[config.mk]
export PLATFORM = sky130hd
export DESIGN_NAME = sdram_port_arbiter
export DESIGN_NICKNAME = d
export VERILOG_FILES = /design/src/rtl/sdram_port_arbiter_pkg.sv /design/src/rtl/sdram_port_arbiter_arb_burst_cnt.sv /design/src/rtl/sdram_port_arbiter.sv
export SDC_FILE = /design/constraint.sdc
export NUM_CORES = 1
export LEC_CHECK = 0
export ABC_AREA = 1
export ABC_CLOCK_PERIOD_IN_PS = 1300
export BUFFER_PORTS_ARGS = -buffer_cell sky130_fd_sc_hd__buf_2
export CORE_UTILIZATION = 37
export CTS_CLUSTER_DIAMETER = 80
export CTS_CLUSTER_SIZE = 25
export DETAILED_ROUTE_END_ITERATION = 12
export GPL_TIMING_DRIVEN = 0
export HOLD_SLACK_MARGIN = 0.1
export MAX_ROUTING_LAYER = met4
export PLACE_DENSITY = 0.79
export SLEW_MARGIN = 25
export SYNTH_ARGS = -nofsm -noshare
export SYNTH_HDL_FRONTEND = slang
export SYNTH_SLANG_ARGS = --single-unit
[constraint.sdc]
create_clock -name clk -period 1.3 [get_ports clk]
set_input_delay 0 -clock clk [delete_from_list [all_inputs] [get_ports clk]]
set_output_delay 0 -clock clk [all_outputs]
set_load 0.03 [all_outputs]
[src/rtl/sdram_port_arbiter_pkg.sv]
// sdram_port_arbiter_pkg: shared state encoding and default geometry for the SDRAM port arbiter
package sdram_port_arbiter_pkg;
  localparam int DEF_ADDR_W      = 22;
  localparam int DEF_DATA_W      = 16;
  localparam int DEF_BURST_LEN   = 8;
  localparam int DEF_MAX_VID_RUN = 4;
  typedef enum logic [2:0] {IDLE, REQ_V, REQ_U, XFER_V, XFER_U} arb_state_e;
endpackage

[src/rtl/sdram_port_arbiter_arb_burst_cnt.sv]
// arb_burst_cnt: burst word counter with clear, increment and terminal-count flag
module arb_burst_cnt #(
  parameter int N = 8,
  localparam int W = $clog2(N)
) (
  input  logic         clk,
  input  logic         reset,
  input  logic         load,
  input  logic         inc,
  output logic [W-1:0] cnt,
  output logic         tc
);
  logic [W-1:0] cnt_q, cnt_d;
  always_comb cnt_d = load ? '0 : inc ? cnt_q + W'(1) : cnt_q;
  always_ff @(posedge clk) cnt_q <= reset ? '0 : cnt_d;
  assign cnt = cnt_q;
  assign tc  = cnt_q == W'(N - 1);
endmodule

[src/rtl/sdram_port_arbiter.sv]
// sdram_port_arbiter: shares the SDRAM app port between video reads and USB writes, one burst per grant
module sdram_port_arbiter
  import sdram_port_arbiter_pkg::*;
#(
  parameter int ADDR_W      = DEF_ADDR_W,
  parameter int DATA_W      = DEF_DATA_W,
  parameter int BURST_LEN   = DEF_BURST_LEN,
  parameter int MAX_VID_RUN = DEF_MAX_VID_RUN
) (
  input  logic              clk,
  input  logic              reset,
  input  logic              vid_rd_req,
  input  logic [ADDR_W-1:0] vid_rd_addr,
  output logic              vid_rd_gnt,
  output logic              vid_rd_valid,
  output logic [DATA_W-1:0] vid_rd_data,
  input  logic              usb_wr_req,
  input  logic [ADDR_W-1:0] usb_wr_addr,
  output logic              usb_wr_gnt,
  output logic              usb_wr_next,
  input  logic [DATA_W-1:0] usb_wr_data,
  output logic              app_rd_req,
  output logic              app_wr_req,
  output logic [ADDR_W-1:0] app_addr,
  input  logic              app_ack,
  input  logic              app_wr_next,
  output logic [DATA_W-1:0] app_wr_data,
  input  logic              app_rd_valid,
  input  logic [DATA_W-1:0] app_rd_data,
  output logic              busy
);
  localparam int CW = $clog2(BURST_LEN);
  localparam int RW = $clog2(MAX_VID_RUN + 1);
  arb_state_e  state_q, state_d;
  logic [ADDR_W-1:0] addr_q, addr_d;
  logic [RW-1:0] run_q, run_d;
  logic vgnt_q, vgnt_d, ugnt_q, ugnt_d;
  logic cnt_load, cnt_inc, cnt_tc, run_full;
  logic [CW-1:0] word_cnt;
  assign run_full = run_q == RW'(MAX_VID_RUN);
  always_comb begin
    state_d  = state_q;
    addr_d   = addr_q;
    run_d    = run_q;
    vgnt_d   = 1'b0;
    ugnt_d   = 1'b0;
    cnt_load = 1'b0;
    cnt_inc  = 1'b0;
    case (state_q)
      IDLE: begin
        if (!usb_wr_req) run_d = '0;
        if (usb_wr_req && (!vid_rd_req || run_full)) begin
          state_d = REQ_U;
          addr_d  = usb_wr_addr;
        end else if (vid_rd_req) begin
          state_d = REQ_V;
          addr_d  = vid_rd_addr;
        end
      end
      REQ_V: if (app_ack) begin
        state_d  = XFER_V;
        vgnt_d   = 1'b1;
        cnt_load = 1'b1;
        run_d    = (usb_wr_req && !run_full) ? run_q + RW'(1) : run_q;
      end
      REQ_U: if (app_ack) begin
        state_d  = XFER_U;
        ugnt_d   = 1'b1;
        cnt_load = 1'b1;
        run_d    = '0;
      end
      XFER_V: begin
        cnt_inc = app_rd_valid;
        if (app_rd_valid && cnt_tc) state_d = IDLE;
      end
      XFER_U: begin
        cnt_inc = app_wr_next;
        if (app_wr_next && cnt_tc) state_d = IDLE;
      end
      default: state_d = IDLE;
    endcase
  end
  always_ff @(posedge clk) begin
    if (reset) begin
      state_q <= IDLE;
      addr_q  <= '0;
      run_q   <= '0;
      vgnt_q  <= 1'b0;
      ugnt_q  <= 1'b0;
    end else begin
      state_q <= state_d;
      addr_q  <= addr_d;
      run_q   <= run_d;
      vgnt_q  <= vgnt_d;
      ugnt_q  <= ugnt_d;
    end
  end
  arb_burst_cnt #(.N(BURST_LEN)) u_word_cnt (
    .clk  (clk),
    .reset(reset),
    .load (cnt_load),
    .inc  (cnt_inc),
    .cnt  (word_cnt),
    .tc   (cnt_tc)
  );
  // Data paths are combinational pass-throughs, gated so stray strobes never leak out of a burst
  assign app_rd_req   = state_q == REQ_V;
  assign app_wr_req   = state_q == REQ_U;
  assign app_addr     = addr_q;
  assign vid_rd_gnt   = vgnt_q;
  assign usb_wr_gnt   = ugnt_q;
  assign vid_rd_valid = state_q == XFER_V && app_rd_valid;
  assign vid_rd_data  = state_q == XFER_V ? app_rd_data : '0;
  assign usb_wr_next  = state_q == XFER_U && app_wr_next;
  assign app_wr_data  = state_q == XFER_U ? usb_wr_data : '0;
  assign busy         = state_q != IDLE;
endmodule
After elaboration in Yosys (flattened, before gate mapping)
Index checks and enable logic that the tools add are counted.
{"block": "totals", "reg_bits": 33, "input_bits": 83, "output_inout_bits": 61, "elab_cells": 62}
{"block": "classes", "n_addsub": 2, "n_eq_ne": 13, "muxes": 19, "bitwise": 2, "n_reduce_logical": 20}
{"op": "$mux 22", "count": 2}
{"op": "$mux 16", "count": 2}
{"op": "$mux 3", "count": 10}
{"op": "$pmux 3 s5", "count": 1}
{"op": "$reduce_and 5->1", "count": 2}
{"op": "$eq 3x3->1 const B", "count": 3}
{"op": "$pmux 3 s3", "count": 1}
{"op": "$reduce_or 2->1", "count": 4}
{"op": "$add 3x1->3 const B", "count": 2}
{"op": "$eq 3x2->1 const B", "count": 2}
{"op": "$logic_and 1x1->1", "count": 6}
{"op": "$ne 2x1->1 const B", "count": 3}
{"op": "$ne 2x2->1 const B", "count": 3}
{"op": "$reduce_bool 3->1", "count": 2}
{"op": "$eq 3x1->1 const B", "count": 1}
{"op": "$logic_not 3->1", "count": 1}
{"op": "$ne 3x3->1 const B", "count": 1}
{"op": "$logic_not 1->1", "count": 2}
{"op": "$mux 1", "count": 2}
{"op": "$not 1->1", "count": 2}
{"op": "$pmux 1 s2", "count": 1}
{"op": "$reduce_and 2->1", "count": 1}
{"op": "$reduce_bool 2->1", "count": 1}
{"op": "$logic_or 1x1->1", "count": 1}

Logic depth before layout (Yosys ltp)
{"block": "depth", "ltp_word": 6, "depth_mapped": 10, "ltp_nobuf": 10}

Modules after synthesis
A second synthesis with hierarchy kept.
{"block": "unflattened", "hier_cells": 317, "hier_area_um2": 1954.4}
{"mod": "sdram_port_arbiter", "instances": 1, "cells_per_inst": 294, "area_per_inst_um2": 1799.2, "seq_area_each_um2": 600.6}
{"mod": "arb_burst_cnt", "instances": 1, "cells_per_inst": 23, "area_per_inst_um2": 155.1, "seq_area_each_um2": 60.1}

Worst setup path before layout
Ideal clock, no wire load.
{"block": "synth_path", "path_type": "register -> register", "start": "register run_q[0]", "end": "register addr_q[18], in the netlist app_addr[18]", "setup_ns": 0.116, "arrival_ns": 1.287, "t_required_ns": 1.184, "slack_ns": -0.104, "path_stages_with_launch": 11, "cell_sequence": "dfxtp_1 inv_1 ha_1 nand2_1 a21oi_2 inv_1 buf_2 nand2_1 nand3_1 o211ai_1 inv_1"}
{"block": "synth_between", "elab_chain_len": 5, "elab_cells_between_ends": 6}
{"element": "start, declared", "line_no": "sdram_port_arbiter.sv:36", "source": "logic [RW-1:0] run_q, run_d;"}
{"element": "start signal, assigned", "line_no": "sdram_port_arbiter.sv:93", "source": "run_q <= run_d;"}
{"element": "$eq 3x3->1 *", "line_no": "sdram_port_arbiter.sv:40", "source": "assign run_full = run_q == RW'(MAX_VID_RUN);"}
{"element": "$logic_or 1x1->1 *", "line_no": "sdram_port_arbiter.sv:52", "source": "if (usb_wr_req && (!vid_rd_req || run_full)) begin"}
{"element": "$logic_and 1x1->1 *", "line_no": "sdram_port_arbiter.sv:52"}
{"element": "$reduce_bool 2->1 (no source line)"}
{"element": "$reduce_and 2->1 (no source line)"}
{"element": "end signal, assigned", "line_no": "sdram_port_arbiter.sv:92", "source": "addr_q <= addr_d;"}
{"element": "end, declared", "line_no": "sdram_port_arbiter.sv:35", "source": "logic [ADDR_W-1:0] addr_q, addr_d;"}
Every way passes the cells marked *; elsewhere a longest branch is shown, timed or not.
A chain may end at the register's enable or synchronous reset.

Worst setup path after layout
{"block": "layout_path", "start": "register run_q[1]", "end": "register addr_q[19], in the netlist app_addr[19]"}
The elaborated chain is that of the path after synthesis.

==> results.toml <==
[worst_setup_path]
critPathKind = "flop to flop"
r2r-start = "run_q[1]$_SDFFE_PP0P_"
cp_common_cell = "inv_2"
critPathSlowestCell = "dfxtp_2"
worstPathMaxFanout = 10
reg2reg_to = "app_addr[19]$_SDFFE_PP0P_"
rrSetupSlack_ns = -0.20
worst_ep_arrival_time_ns = 1.74
startpoint_type = "flop"
required_ns = 1.54
crit_path_cell_trace = "inv_2, ha_4, nand2_4, a21oi_4, buf_4, nand2_1, nand3_1, o211ai_1, inv_2"
rr_worst_depth = 9
crit_path_end_kind = "flop"
max_stage_delay_ns = 0.33

[yosys]
synth_top_area_cell = "dfxtp_1"
synthFlopType = "dfxtp_1"
syn_avg_cell_area_um2 = 6.308
ys_ff_latch = 33
syn-num-nets = 400
synth_most_common_cell = "nand2_1"
ys_async_sr_fraction_pct = 0
synth_area_leaders = "dfxtp_1, nand2_1, inv_1, nor2_1, o211ai_1"
ys_warn_count = 0
syn_inst = 313
ys_seq_area_share_pct = 33.46
synth_edf_count = 0
ys_top_cells_by_count = "nand2_1, inv_1, nor2_1"
synth.distinct_cells = 28
synth_area_um2 = 1974
yosysTopAreaCellShare_pct = 33.46

[sta]
min_period_over_period_pct = 115.5
finClkSkew_ns = 0.01548
maxSlewViolCount = 0
rsz0062_at_grt = "true"
worstMarginPinSlew_ns = 0.4668
worst_slack_ns = -0.2011
period_minus_slack_ns = 1.501
setup_viol = 62
relSlewSlack_pct = 68.88
hold_violations = 0
hold_ws_ns = 0.2185
max_freq_mhz = 666.2
setup_tns_ns = -6.003

[cells_and_area]
n_fill_cell = 222
layout-drive-gt1-share_pct = 59.08
final_util_pct = 89.54
final_area_um2 = 4573
multiInputGateArea_um2 = 1528
antennaDiodeCount = 0
nets = 631
area_growth_pct = 131.6
seqCellArea_um2 = 676.9

[grt]
grt_pass1_wl_mm = 13.25
grt_pass1_vias = 2930
grt.total_usage_pct = 32.48
antenna_found_initial = 0
grt_max_degree = 11
overflow = 0

[pwr]
p_comb_share_pct = 65.3
p_leak_uw = 0.002343
p_per_area_nw_per_um2 = 1697
p_clk_share_pct = 13.0
p_int_uw = 4070
ir_drop_mv = 1.504
seqPwrFrac_pct = 21.6
switching_share_pct = 47.57
p_sw_uw = 3693

[routing]
wl_per_cell_um = 18.20
viasPerCell = 5.262
dr.first_iter.drc_count = 147
drc = 0
met3_length_mm = 1.041
routed_wl_mm = 11.19
highest_layer = "met4"
vias = 3236
ant_nets = 0
drt_first_pass_iters = 5
met1_length_mm = 3.842
dr_wl_met2_mm = 5.682

[cts]
clkTransAtPathRegs_ns = 0.08
clockBufferDepth = 2
worstSkewPairLatency_ns = 0.29
cts_sinks = 33
cts_tree = "built"
htreeDepth = 2
numCtsBuffers = 5
cts_root_buf = "clkbuf_8"

[floorplanning]
die-width_um = 75.05
core-area_um2 = 5107
ioPinCount = 144
die_height_um = 75.05
rows = 26
initial_core_util_pct = 38.66
die_area_um2 = 5633

[placed_design]
gp_congestion = 0.9252
place_area_um2 = 2819
dp_hpwl_mm = 4.463
port_buffers = 143

[hold_path]
min_to = "state_q[0]$_SDFFE_PP0P_"
holdPathStages = 5
worstHoldPathType = "input pin to flop"
hold_path_startpoint = "app_rd_valid"

[status]
status = "complete, but fails checks"
violations = "negative setup slack"

[run]
maxCapViolCount = 0
## how the worst max path moves through the flow
| stage | startpoint | end | slack (ns) |
|---|---|---|---|
| 2_1_floorplan | state_q[1]$_SDFFE_PP0P_ | app_addr[0]$_SDFFE_PP0P_ | -0.05 |
| 3_3_place_gp | run_q[1]$_SDFFE_PP0P_ | app_addr[12]$_SDFFE_PP0P_ | -0.18 |
| 3_5_place_dp | run_q[1]$_SDFFE_PP0P_ | app_addr[2]$_SDFFE_PP0P_ | -0.24 |
| 4_1_cts | run_q[1]$_SDFFE_PP0P_ | app_addr[8]$_SDFFE_PP0P_ | -0.11 |
| 5_1_grt | run_q[1]$_SDFFE_PP0P_ | state_q[1]$_SDFFE_PP0P_ | -0.26 |
| 6_report | run_q[1]$_SDFFE_PP0P_ | app_addr[19]$_SDFFE_PP0P_ | -0.20 |
## placed cells by master (no fill, tap or decap), types with 21 or more instances in the layout
| master | count |
|---|---|
| buf_2 | 108 |
| inv_1 | 54 |
| buf_6 | 50 |
| dlygate4sd3_1 | 47 |
| nand2_1 | 40 |
| nor2_4 | 36 |
| dfxtp_1 | 26 |
| nand3_2 | 24 |
| nand2_2 | 23 |
| o211ai_1 | 22 |
| buf_4 | 21 |
## per-layer routing
metal / vias up / GRT usage, %
met1: 1482 / 30.94
met5: - / -
met3: 72 / 6.693
met4: 0 / 16.35
met2: 259 / 61.36
li1: 1423 / -
## state kept, by name, summed over array words and instances (netlist names)
register / cells
vid_rd_gnt: 1
u_word_cnt.cnt: 3
usb_wr_gnt: 1
app_addr: 22
state_q: 3
run_q: 3
## logic make-up (layout without fill, tap and decap cells)
group	after synthesis	in the layout	synth area share, %
AOI/OAI and AO/OA	35	35	12.61
xor gates and xnor gates	1	1	0.4437
adders and majority gates	4	4	2.535
buffers and inverters	86	318	17.81
DFF	33	33	33.46
and+or+nand+nor	154	154	33.14
## cell type report
cell class | count | area share (%)
Clock inverter | 1 | 0.6566
Inverter | 73 | 6.156
Sequential cell | 33 | 14.80
Buffer | 12 | 2.654
Timing Repair Buffer | 225 | 38.52
Clock buffer | 7 | 1.888
Tap cell | 70 | 1.915
Multi-Input combinational cell | 194 | 33.41
## power by group through the flow
stage	Sequential (uW)	Combinational, uW	Clock (uW)
2_1_floorplan	2160	1790	0
3_3_place_gp	1580	3200	0
3_5_place_dp	1580	3240	0
4_1_cts	1610	4150	1020
5_1_grt	1690	5350	1050
6_report	1680	5070	1010
## repair_timing
action / CTS / global route
setup endpoints to repair: 66 / 67
hold buffers: 47 / 0
gates resized for setup: 132 / 132
pin swaps: 9 / 10
buffers inserted: 19 / 10
gates cloned: 5 / 1
hold endpoints to repair: 29 / 0
## metrics by stage
step | cells | total power [uW] | worst slack (ns)
floorplan | 313 | 3948 | -0.04906
global placement | 526 | 4789 | -0.1834
detailed placement | 526 | 4827 | -0.2354
CTS | 604 | 6784 | -0.1118
global route | 615 | 8087 | -0.2604
finish | 615 | 7762 | -0.2011
## worst max-delay path, delay by kind of cell (launching register included)
family | cells | cell delay (ns)
buffers and inverters | 3 | 0.35
and+or+nand+nor | 3 | 0.29
DFF | 1 | 0.33
adders and majority gates | 1 | 0.14
AOI/OAI and AO/OA | 2 | 0.33
Power figures use the tool's default switching activity.
